[config.mk]
export PLATFORM = sky130hd
export DESIGN_NAME = seq_detector_param
export DESIGN_NICKNAME = d
export VERILOG_FILES = /design/src/rtl/seq_detector_param.sv
export SDC_FILE = /design/constraint.sdc
export NUM_CORES = 1
export LEC_CHECK = 0
export ABC_AREA = 1
export CELL_PAD_IN_SITES_DETAIL_PLACEMENT = 1
export CELL_PAD_IN_SITES_GLOBAL_PLACEMENT = 2
export CORE_MARGIN = 8
export CORE_UTILIZATION = 31
export DETAILED_ROUTE_END_ITERATION = 12
export GPL_TIMING_DRIVEN = 0
export HOLD_SLACK_MARGIN = 0.03
export PLACE_DENSITY = 0.84
export SYNTH_ARGS = -nofsm -noshare
export SYNTH_HDL_FRONTEND = slang
export SYNTH_SLANG_ARGS = --single-unit
[constraint.sdc]
create_clock -name clk -period 2.65 [get_ports clk]
set_input_delay 0.53 -clock clk [delete_from_list [all_inputs] [get_ports clk]]
set_output_delay 0.53 -clock clk [all_outputs]
set_load 0.05 [all_outputs]
[src/rtl/seq_detector_param.sv]
// Serial pattern detector with a loadable, maskable pattern.
// It also keeps a saturating match counter with a sticky saturation flag.
module seq_detector_param #(
   parameter int             N            = 4,
   parameter int             OVERLAP      = 1,
   parameter int             CNT_W        = 8,
   parameter logic [N-1:0]   PATTERN_INIT = N'(4'b1001)
) (
   input  logic             clk,
   input  logic             reset,
   input  logic             sequence_in,
   input  logic             in_valid,
   input  logic [N-1:0]     pattern,
   input  logic [N-1:0]     pattern_mask,
   input  logic             load,
   input  logic             clear_count,
   output logic             detector_out,
   output logic [CNT_W-1:0] match_count,
   output logic             count_sat
);

   localparam int              FILL_W   = (N > 2) ? $clog2(N) : 1;
   localparam logic [FILL_W-1:0] FILL_FULL = FILL_W'(N - 1);
   localparam logic [CNT_W-1:0]  CNT_MAX   = {CNT_W{1'b1}};

   logic [N-1:0]      pat_q, pat_d;
   logic [N-1:0]      mask_q, mask_d;
   logic [N-2:0]      hist_q, hist_d;
   logic [FILL_W-1:0] fill_q, fill_d;
   logic              det_q, det_d;
   logic [CNT_W-1:0]  cnt_q, cnt_d;
   logic              sat_q, sat_d;

   logic [N-1:0]      window;
   logic [N-1:0]      bit_miss;
   logic              match;

   // Oldest history bit lines up with pattern bit N-1.
   assign window = {hist_q, sequence_in};

   genvar gi;
   generate
      for (gi = 0; gi < N; gi++) begin : g_cmp
         assign bit_miss[gi] = (window[gi] ^ pat_q[gi]) & mask_q[gi];
      end
   endgenerate

   assign match = in_valid && !load && (fill_q == FILL_FULL) && (bit_miss == '0);

   always_comb begin
      pat_d  = pat_q;
      mask_d = mask_q;
      hist_d = hist_q;
      fill_d = fill_q;
      det_d  = match;
      cnt_d  = cnt_q;
      sat_d  = sat_q;

      if (load) begin
         pat_d  = pattern;
         mask_d = pattern_mask;
         hist_d = '0;
         fill_d = '0;
      end else if (in_valid) begin
         hist_d = window[N-2:0];
         if (match) begin
            fill_d = (OVERLAP != 0) ? FILL_FULL : '0;
         end else if (fill_q != FILL_FULL) begin
            fill_d = fill_q + FILL_W'(1);
         end
      end

      // A clear in the same cycle as a match leaves the counter at zero.
      if (clear_count) begin
         cnt_d = '0;
         sat_d = 1'b0;
      end else if (match) begin
         if (cnt_q == CNT_MAX) begin
            sat_d = 1'b1;
         end else begin
            cnt_d = cnt_q + CNT_W'(1);
         end
      end
   end

   always_ff @(posedge clk or negedge reset) begin
      if (!reset) begin
         pat_q  <= PATTERN_INIT;
         mask_q <= '1;
         hist_q <= '0;
         fill_q <= '0;
         det_q  <= 1'b0;
         cnt_q  <= '0;
         sat_q  <= 1'b0;
      end else begin
         pat_q  <= pat_d;
         mask_q <= mask_d;
         hist_q <= hist_d;
         fill_q <= fill_d;
         det_q  <= det_d;
         cnt_q  <= cnt_d;
         sat_q  <= sat_d;
      end
   end

   assign detector_out = det_q;
   assign match_count  = cnt_q;
   assign count_sat    = sat_q;

endmodule

==> results of run 1 <==
## layout by cell type, fill, tap and decap left out
cell type	count
ha_1	2
dfstp_2	6
clkbuf_1	1
nor2_4	2
nand3_2	2
nor2_8	1
nand2_2	1
clkbuf_8	3
nor2_1	14
dfrtp_1	17
nand4_2	1
nand2_1	59
a21oi_1	1
clkdlybuf4s50_1	23
buf_2	2
nand3_4	1
xor2_1	3
nor2_2	2
inv_1	14
o21ai_1	2
inv_2	2
o22ai_1	1
xnor2_1	2
clkinv_1	1
nand3_1	18
o21ai_0	5
## area by class of cell
class                      instances  area (um2)
fill                             474        2357
timing repair buffer              23       230.2
tap                               50       62.56
clock buffer                       4       45.04
multi-input combinational        117       590.6
sequential                        23       583.1
buffer                             2       10.01
inverter                          17       63.81
## tightest hold or removal path, stage by stage (launching register included)
cell	delay, ns
dfstp_2	0.38
nand2_1	0.06
nand2_1	0.04
## report_power, final
group | leakage, nW | internal (W) | switching, W
sequential | 0.295 | 0.000372 | 0.0000108
combinational | 0.453 | 0.0000351 | 0.0000495
clock | 0.0228 | 0.000107 | 0.000117
## through the flow
stage	hold slack, ns	worst slack (ns)	instances	utilization [%]
6_report	0.4758	0.4934	236	40.21
5_1_grt	0.4991	0.4181	236	40.21
4_1_cts	0.4799	0.4796	236	40.21
3_5_place_dp	0.4657	0.5696	232	39.07
3_3_place_gp	0.4533	0.5967	232	39.07
2_1_floorplan	0.2344	0.9208	159	-
## cells by family (layout without fill, tap and decap cells)
family | after synthesis | in the layout
xor+xnor | 5 | 5
flops | 23 | 23
simple gates | 101 | 101
fa+ha+maj | 2 | 2
buf+inv | 19 | 46
compound gates | 9 | 9
## sequential cells by signal (all words and copies together), names as in the netlist
| name | count |
|---|---|
| fill_q | 2 |
| match_count | 8 |
| count_sat | 1 |
| pat_q | 4 |
| detector_out | 1 |
| mask_q | 4 |
| hist_q | 3 |
## final timing paths
kind	startpoint	to	slack [ns]	depth (start not counted)
max	match_count[5]$_DFFE_PN0P_	match_count[5]	0.49	1
min in group asynchronous	reset	match_count[7]$_DFFE_PN0P_	0.86	1
max reg2reg	match_count[0]$_DFFE_PN0P_	match_count[2]$_DFFE_PN0P_	1.11	7
max in group asynchronous	reset	hist_q[1]$_DFFE_PN0P_	1.11	1
min	pat_q[0]$_DFFE_PN1P_	pat_q[0]$_DFFE_PN1P_	0.48	2
min reg2reg	pat_q[0]$_DFFE_PN1P_	pat_q[0]$_DFFE_PN1P_	0.48	2
## layer usage
metal	GRT usage, %	up-vias	routed length [um]
met1	11.28	525	1324
li1	-	552	-
met2	18.83	19	1594
met4	3.889	0	36
met3	2.703	4	134
met5	0	-	0
==> run summary, run 1 <==
The synthesized instance count is 159. The maximum buffer depth of the clock tree came out at 2. The worst vdd rail ir drop is 0.1426 mV. The final global-route overflow total is 0.

The clock-pin transition on the worst setup and hold timing paths is 0.09 ns. In this run the power density over the cells is 436.7 nW/um2. The worst clock skew came out at 0.003747 ns. The detailed-route vias per instance is 4.661. The tightest slew margin relative to the limit came out at 24.69%. The total detailed-routing wirelength came out at 3.089 mm.

The routed wire length per instance came out at 13.09 um. The synthesized netlist devotes 3.711% of its cell area to compound gates. The slowest stage of the critical path belongs to the cell clkdlybuf4s50_1.

The tree is rooted in a clkbuf_8. The maximum level of the CTS H-tree is 1. The maximum fanout count along the critical path is 7.

The area of the core came out at 3943 um2. The total power came out at 0.0006923 W. The congestion estimate from routability-driven global placement came to 0.7457. The total buffers and inverters traversed by the critical path is 1.

The most used flip-flop cell after synthesis is dfrtp_1. The synthesized design contains 0 enable-type register cells. The first-pass GRT wire length is 5.285 mm. The cell family contributing the most delay on the critical path is buffers and inverters.

In this run the count of I/O pins placed on the die edge is 24. TritonCTS built the clock tree. Setup repair after global routing left no endpoint under its margin. The number of gates resized after CTS was 0. The effective utilization at floorplan came out at 31.64%.

By count the netlist is led by nand2_1 (59), nand3_1 (18), dfrtp_1 (17). The first-pass iteration count of the detailed router is 4. The worst setup path is captured at a primary output. The final worst-path cycle share came out at 81.38%.

The synthesized design contains 23 register bits. The leakage power figure is 0.7704 nW. The number of routed nets with antenna violations came out at 0. Measured along the x axis, the die boundary spans 79.44 um. The fraction of layout instances using a drive strength above 1 came out at 12.37%.

The average cell area after synthesis is 7.846 um2. The XOR/XNOR share of the synthesized area came out at 3.511%. The combinational family with the most area after synthesis is simple AND/OR/NAND/NOR gates. The post-CTS setup buffer count came out at 0. The final design area excluding fillers came out at 1585 um2. The most common cell in the synthesized netlist is nand2_1. The post-synthesis share of cell area spent on full adders, half adders and majority gates came out at 2.006%. Synthesis instantiated 23 different standard cells from the library. The type of origin of the critical path is a flop.

The cell area after technology mapping is 1247 um2. Relative to the synthesized area, the layout overhead comes to 27.08%. The worst hold path belongs to the class flop to flop.

The shortest period the worst path allows came out at 2.157 ns. For the final routed database, the setup TNS stands at 0 ns. The die boundary height came out at 79.44 um. The number of clock sinks seen by CTS is 23. The share of the synthesized area in the top cell type is 34.10%. The measured slew at the worst slew-check pin came out at 1.126 ns.

The number of clock buffers inserted by TritonCTS came out at 3. The via count of the first global-routing pass came out at 1187. The data arrival time of the critical path is 1.63 ns. The share of flip-flops with an asynchronous set or reset came out at 100.0%.

The setup path with the least slack is of type flop to primary output. Detailed routing inserted a total of 1100 vias. The number of rows in the core area came out at 23. The total nets after synthesis came out at 175. The final number of max-transition violations came to 0.

By area the synthesized netlist is led by dfrtp_1 (34%), nand2_1 (18%), dfstp_2 (13%). The count of final hold-check violations came to 0. The portion of netlist area occupied by mux cells is 0%. The required time reported for the critical path endpoint is 2.12 ns. The initial antenna violation count is 0. The largest net degree at the start of global routing came out at 24. The number of diodes is 0. The synthesized netlist devotes 38.11% of its cell area to simple gates. The number of maximum-capacitance constraint violations came out at 0. Setup violations remaining at the end of the flow were counted as 0. The DRC violation count after routing came out at 0.

The critical path goes through clkdlybuf4s50_1. The combined global-route utilization of all metal layers is 10.41%. The achievable clock frequency is 0.4637 GHz.

The clock latency reported for the late side of the worst-skew pair is 0.27 ns. The die area is 6310 um2. The dominant cell type by area after synthesis is dfrtp_1.

The placed instances occupy a cell area of 1540 um2. For this run, the slowest stage of the critical path takes 0.86 ns. The half-perimeter wire length after placement is 2.393 mm. The share of the Yosys chip area taken by registers is 46.74%. The total of hold buffers inserted after clock tree synthesis is 0. Input and output buffers added on the ports amount to 23.

The flow ran to the end, and the final reports show no timing, DRC or antenna violations. Yosys printed 0 warnings. The initial detailed-routing violation count is 38. The number of nets in the layout is 203.
No activity file was read; power rests on OpenSTA's default activity.
==> run 2, diff against run 1 <==
--- a/config.mk
+++ b/config.mk
@@ -9,11 +9,11 @@
 export CELL_PAD_IN_SITES_DETAIL_PLACEMENT = 1
 export CELL_PAD_IN_SITES_GLOBAL_PLACEMENT = 2
 export CORE_MARGIN = 8
-export CORE_UTILIZATION = 31
+export CORE_UTILIZATION = 26
 export DETAILED_ROUTE_END_ITERATION = 12
 export GPL_TIMING_DRIVEN = 0
 export HOLD_SLACK_MARGIN = 0.03
-export PLACE_DENSITY = 0.84
+export PLACE_DENSITY = 0.76
 export SYNTH_ARGS = -nofsm -noshare
 export SYNTH_HDL_FRONTEND = slang
 export SYNTH_SLANG_ARGS = --single-unit
==> constraint.sdc (replaced) <==
create_clock -name clk -period 1.92 [get_ports clk]
set_input_delay 0.384 -clock clk [delete_from_list [all_inputs] [get_ports clk]]
set_output_delay 0.384 -clock clk [all_outputs]
set_load 0.05 [all_outputs]
==> run 2 against run 1 <==
  * Clock-buffer cell count unchanged
  * Critical path depth unchanged
  * Non-clock buffer count unchanged
  * Hold slack worse by 0.0096 ns
  * Via count up 1.0%
  * Total power up 38%
  * Flip-flop and latch count unchanged
  * Setup slack worse by 0.39 ns
  * Largest power group unchanged
  * Critical path type unchanged
  * Clock power up 40%
  * Register-to-register slack worse by 0.72 ns
==> run summary, run 2 (synthesis gave the netlist of run 1 again) <==
The flow ran to the end, and the final reports show no timing, DRC or antenna violations. The floorplan step defined a die boundary enclosing 7270 um2. After routing the design area is 1584 um2.

The post-CTS setup buffer count is 0. The total of hold buffers inserted after clock tree synthesis is 0. The total overflow left after global routing is 0. The clock tree from TritonCTS is yes. For this configuration, the core starts out at a cell density of 26.77%.

The total power came out at 0.0009581 W. The first-pass iteration count of the detailed router is 3. The class of the most critical hold timing path is flop to flop. The signal on the critical path passes through clkdlybuf4s50_1. Of the available clock period, the critical path in the final layout requires 94.41%. Clock skew on the completed layout was measured at 0.002304 ns. The initial detailed-routing violation count is 22. The area of the core is 4661 um2.

The final number of max-transition violations came out at 0. The ratio of total power to cell area is 604.9 nW/um2. The clock reaches the later pin of the worst-skew pair after 0.27 ns. The achievable clock frequency came out at 0.5517 GHz. Row generation in the floorplan step produced 25 rows.

On the worst path, the slowest cell contributes a delay of 0.80 ns. Leaving out fill and tap cells, the most frequent cell in the layout is nand2_1. The final worst slack came out at 0.1073 ns. The maximum fanout count along the critical path came out at 2. The area growth from synthesis to layout is 26.98%.

The first global-routing pass estimated 5.754 mm of wire. The count of final hold-check violations was 0. The die extent in x came out at 85.27 um. The slowest library cell on the worst path is clkdlybuf4s50_1.

The routability congestion estimate is 0.7006. The post-detailed-placement cell area came out at 1545 um2. The data arrival time of the critical path came out at 1.43 ns. The layout has 568 filler cells. The setup TNS after final layout is 0 ns. The measured slew at the worst slew-check pin is 1.097 ns. The total of endpoints with negative setup slack in the final report is 0. The critical path class is flop to primary output. STA puts the critical path data required time at 1.54 ns. The number of nets in the layout came out at 203. The register with the most flip-flops in the layout has 8 of them. Across the run, the number of max-cap violations was 0. The type of origin of the critical path is a flop. The number of routed nets with antenna violations is 0. The via count of the first global-routing pass is 1276.

The total buffers and inverters traversed by the critical path came out at 1. The clock-pin transition on the worst setup and hold timing paths came out at 0.09 ns. The count of buffers inserted at the top-level ports came out at 23.

VDD sags by at most 0.2001 mV. Setup repair after global routing left no endpoint under its margin. The boundary pin count came out at 24. Measured on the finished design, the core utilization comes to 33.99%. The number of clock sinks seen by CTS is 23. The repair_antennas step left the layout with diodes totalling 0. Using the TritonRoute via totals, the vias-per-cell ratio works out to 4.629. The total detailed-routing wirelength came out at 3.142 mm.

The initial antenna violation count came out at 0. The number of clock buffers inserted by TritonCTS came out at 3. Measured along the y axis, the die boundary spans 85.27 um. For this run, the total global-route usage over all layers was measured as 9.656%. The DRC violation count after routing is 0.

The via count came out at 1111. In the layout the commonest cells are nand2_1 (59), nand3_1 (18), dfrtp_1 (17). The maximum level of the CTS H-tree came out at 1.

The worst pin sits at a relative slew slack of 26.65%. In the final routed layout, each cell accounts on average for 13.09 um. The shortest period the worst path allows is 1.813 ns.

STA classifies the critical path endpoint as a primary output. Once detailed placement completed, the half-perimeter wirelength came to 2.427 mm. The tree is rooted in a clkbuf_8.

The maximum buffer depth of the clock tree came out at 2. The post-placement worst setup slack is -0.02960 ns. The fraction of layout instances using a drive strength above 1 came out at 12.37%. The leakage power figure came out at 0.8232 nW.

The largest net degree at the start of global routing is 24. Grouping stages by cell kind, the critical path spends the most delay in buffers and inverters.
==> run 2: what timing repair did <==
item,4_1_cts,5_1_grt
resized for setup,7,1
cloned,0,0
endpoints found under the setup margin,7,1
==> run 2: cell type report <==
class	count	area, um2	share of cell area [%]
plain buffers	2	10.01	0.6319
flip-flops and latches	23	583.1	36.81
inverters	17	63.81	4.028
multi-input cells	117	590.6	37.28
repair buffers	23	224.0	14.14
well taps	54	67.56	4.265
clock buffers	4	45.04	2.844
==> run 2: stage by stage <==
step,hold WS (ns),instances
6_report,0.4662,240
3_3_place_gp,0.4547,236
2_1_floorplan,0.08841,159
3_5_place_dp,0.4594,236
4_1_cts,0.4738,240
5_1_grt,0.4926,240
==> run 2: metal layers <==
metal  routed length, um  part of all wire, %  global-route usage (%)  vias up
met2                1590                   51                   16.83       20
met5                   0                    0                       0        -
li1                    -                    -                       -      549
met3                 156                  5.0                   2.703        5
met1                1348                   43                   10.82      537
met4                  46                  1.5                   3.822        0
==> run 2: worst paths after layout <==
kind                                                   end                       start  cells after the start  slack [ns]
worst max-delay path                             count_sat       count_sat$_DFFE_PN0P_                      1        0.11
worst min-delay path                 mask_q[0]$_DFFE_PN1P_       mask_q[0]$_DFFE_PN1P_                      2        0.47
worst max register to register  match_count[6]$_DFFE_PN0P_  match_count[0]$_DFFE_PN0P_                      7        0.39
worst min register to register       mask_q[0]$_DFFE_PN1P_       mask_q[0]$_DFFE_PN1P_                      2        0.47
max in group asynchronous            hist_q[2]$_DFFE_PN0P_                       reset                      1        0.56
min in group asynchronous       match_count[4]$_DFFE_PN0P_                       reset                      1        0.70
==> run 2: where the power goes <==
group,leakage (nW),internal [W],switching (W)
registers,0.295,0.000514,0.0000139
clock network,0.0228,0.000149,0.000166
logic,0.506,0.0000482,0.0000682
==> run 2: worst min-delay path, stage by stage, from the launching register on <==
cell	delay, ns
dfstp_2	0.37
nand2_1	0.05
nand2_1	0.04
==> run 3, diff against run 2 <==
--- a/config.mk
+++ b/config.mk
@@ -8,12 +8,11 @@
 export ABC_AREA = 1
 export CELL_PAD_IN_SITES_DETAIL_PLACEMENT = 1
 export CELL_PAD_IN_SITES_GLOBAL_PLACEMENT = 2
-export CORE_MARGIN = 8
+export CORE_MARGIN = 1.5
 export CORE_UTILIZATION = 26
 export DETAILED_ROUTE_END_ITERATION = 12
 export GPL_TIMING_DRIVEN = 0
-export HOLD_SLACK_MARGIN = 0.03
-export PLACE_DENSITY = 0.76
+export PLACE_DENSITY_LB_ADDON = 0.1
 export SYNTH_ARGS = -nofsm -noshare
 export SYNTH_HDL_FRONTEND = slang
 export SYNTH_SLANG_ARGS = --single-unit
==> run 3 against run 2 <==
  * Clock skew up 0.0064 ns
  * Clock power about the same
  * Core utilization grew 0.081 points
  * Flip-flop and latch count did not move
  * Final cell count did not move
  * Clock-buffer cell count shrank 1
  * Hold slack gained 0.0043 ns
  * Critical endpoint unchanged
  * Maximum frequency rose by 0.90%
  * Global-route usage increased by 3.2 points
  * Sequential power about the same
  * Total power is essentially flat
==> run summary, run 3 (synthesis gave the netlist of run 1 again) <==
The run finished with clean final reports. The number of diodes came out at 0. Setup repair after global routing left no endpoint under its margin. The switching share of power is 26.01%. The via count came out at 1096.

For this configuration, the core starts out at a cell density of 26.77%. The half-perimeter wire length after placement came out at 2.218 mm. For this design the ratio of total power to cell area is 603.1 nW/um2. The setup TNS after final layout is 0 ns. The number of rows in the core area is 25. The leakage power figure is 0.8222 nW.

The fraction of layout instances using a drive strength above 1 came out at 12.90%. The count of buffers inserted at the top-level ports is 23. The area of the multi-input gates is 590.6 um2. TritonCTS built the clock tree. The DRC violation count after routing is 0. Setup slack closes at 0.1235 ns.

Across the whole layout, storage elements account for 583.1 um2. The worst setup path is launched from a flop. The area of the core came out at 4661 um2.

The post-synthesis to final-layout area growth came out at 27.28%. The die boundary height is 72.27 um. The achievable clock frequency is 0.5566 GHz. Setup violations remaining at the end of the flow were counted as 0. The measured slew at the worst slew-check pin came out at 1.115 ns.

The number of clock buffers inserted by TritonCTS came out at 3. The initial antenna violation count is 0. The share of total power in sequential cells is 55.1%.

The final number of max-transition violations is 0. In the final design database the tool counted 203 nets. The combinational cell fraction of total power came out at 12.0%. The worst-case IR drop observed on VDD is 0.1887 mV. Global routing consumed, on the met3 layer, 2.083% of the routing resources. The count of final hold-check violations is 0. In this run, the number of DRC markers left after iteration 0 of detailed routing was 31. In the layout the commonest cells are nand2_1 (59), nand3_1 (18), dfrtp_1 (17). The biggest cell delay along the critical path came out at 0.80 ns. For this design the total switching power over the nets is 0.0002490 W. The number of setup buffers added after CTS is 0. The shortest period the worst path allows is 1.797 ns.

The later pin in the worst-skew pair is clocked with a latency of 0.27 ns. The met1 track demand over resource came out at 16.07%. The routability congestion estimate is 0.6998. The met2 layer usage reported by global route is 22.12%. The flip-flop count of the largest register after layout came out at 8. In the routed layout, each cell is associated on average with a via count of 4.567. The first-pass iteration count of the detailed router came out at 4. The via count of the first global-routing pass is 1109.

The maximum buffer depth of the clock tree is 2. The first-pass GRT wire length is 5.154 mm. The final global-route overflow total came out at 0. The number of routed nets with antenna violations came out at 0.

The slowest library cell on the worst path is clkdlybuf4s50_1. The post-detailed-placement cell area came out at 1545 um2. The maximum fanout count along the critical path came out at 2. The internal power summed over all cells came out at 0.0007086 W. Data arrives at the worst endpoint at 1.41 ns. The routed wire length per instance is 12.08 um. The critical register-to-register path startpoint is match_count[0]$_DFFE_PN0P_. The total buffers and inverters traversed by the critical path came out at 1. The launch point of the worst hold path is mask_q[0]$_DFFE_PN1P_. The path class of the tightest hold or removal check is flop to flop. On the final layout, the worst clock skew is 0.008671 ns. The die area is 5222 um2. The post-placement worst setup slack is -0.03621 ns. met2 is the most crowded layer.

STA classifies the critical path endpoint as a primary output. The tightest slew margin relative to the limit is 25.46%. Grouping stages by cell kind, the critical path spends the most delay in buffers and inverters. In this run the number of H-tree levels came out at 1.

The worst setup path is of the flop to primary output kind. The die extent in x came out at 72.27 um. The clock-pin transition on the worst setup and hold timing paths came out at 0.09 ns. The largest net degree at the start of global routing is 24. The boundary pin count came out at 24. The critical path starts at count_sat$_DFFE_PN0P_. The total detailed-routing wirelength is 2.899 mm.

The required time reported for the critical path endpoint came out at 1.54 ns. The final design area excluding fillers is 1588 um2. CTS saw 23 sinks.

The signal on the critical path passes through clkdlybuf4s50_1. Counting the fill cells in the layout gives 572. The CTS root buffer is clkbuf_8. The most frequent standard cell in the layout excluding fill and tap cells is nand2_1. The final worst-path cycle share came out at 93.57%.

The number of maximum-capacitance constraint violations is 0. For this run, the total global-route usage over all layers was measured as 12.83%. The proportion of power drawn by the clock network is 32.9%.
run 3: cell count changes in the layout (fill, tap and decap cells not counted), sizes merged:
cell / previous run / this run
clkbuf: 4 / 3
clkinvlp: 0 / 1
run 3: worst min-delay path: stages, from the launching register on:
cell and delay [ns]:
dfstp_2 0.38, nand2_1 0.05, nand2_1 0.04
run 3: area by class of cell:
| class | instances | share of cell area (%) |
|---|---|---|
| plain buffers | 2 | 0.6304 |
| clock inverters | 1 | 0.4728 |
| well taps | 54 | 4.255 |
| inverters | 17 | 4.019 |
| multi-input cells | 117 | 37.19 |
| flip-flops and latches | 23 | 36.72 |
| repair buffers | 23 | 14.11 |
| clock buffers | 3 | 2.600 |
run 3: worst paths after layout:
path	endpoint	slack [ns]	cells after the start
worst max-delay path	count_sat	0.12	1
worst min register to register	mask_q[0]$_DFFE_PN1P_	0.47	2
max in group asynchronous	detector_out$_DFF_PN0_	0.54	1
min in group asynchronous	match_count[3]$_DFFE_PN0P_	0.71	1
worst min-delay path	mask_q[0]$_DFFE_PN1P_	0.47	2
worst max register to register	match_count[2]$_DFFE_PN0P_	0.38	7
run 3: power groups by stage:
stage	clock network (W)	logic (W)	registers, W
floorplan	0	0.0000621	0.000533
global placement	0	0.000116	0.000536
detailed placement	0	0.000120	0.000537
CTS	0.000347	0.000120	0.000528
global route	0.000362	0.000134	0.000531
finish	0.000315	0.000115	0.000528
run 3: through the flow:
stage	hold slack (ns)	power (W)	instances	utilization (%)
after floorplan	0.08841	0.0005955	159	-
after global placement	0.4562	0.0006520	236	33.15
after detailed placement	0.4630	0.0006568	236	33.15
after CTS	0.4793	0.0009954	240	34.01
after global routing	0.4984	0.001027	240	34.07
final	0.4704	0.0009576	240	34.07
run 3: per-layer routing:
layer  up-vias  routed length (um)
li1        549                   -
met2        15                1509
met5         -                   0
met3         2                  78
met1       530                1285
met4         0                  25
run 3: timing repair:
item	in CTS	in global routing
hold buffers	0	0
gates resized for setup	7	1
endpoints found under the setup margin	7	1
hold endpoints to repair	0	0
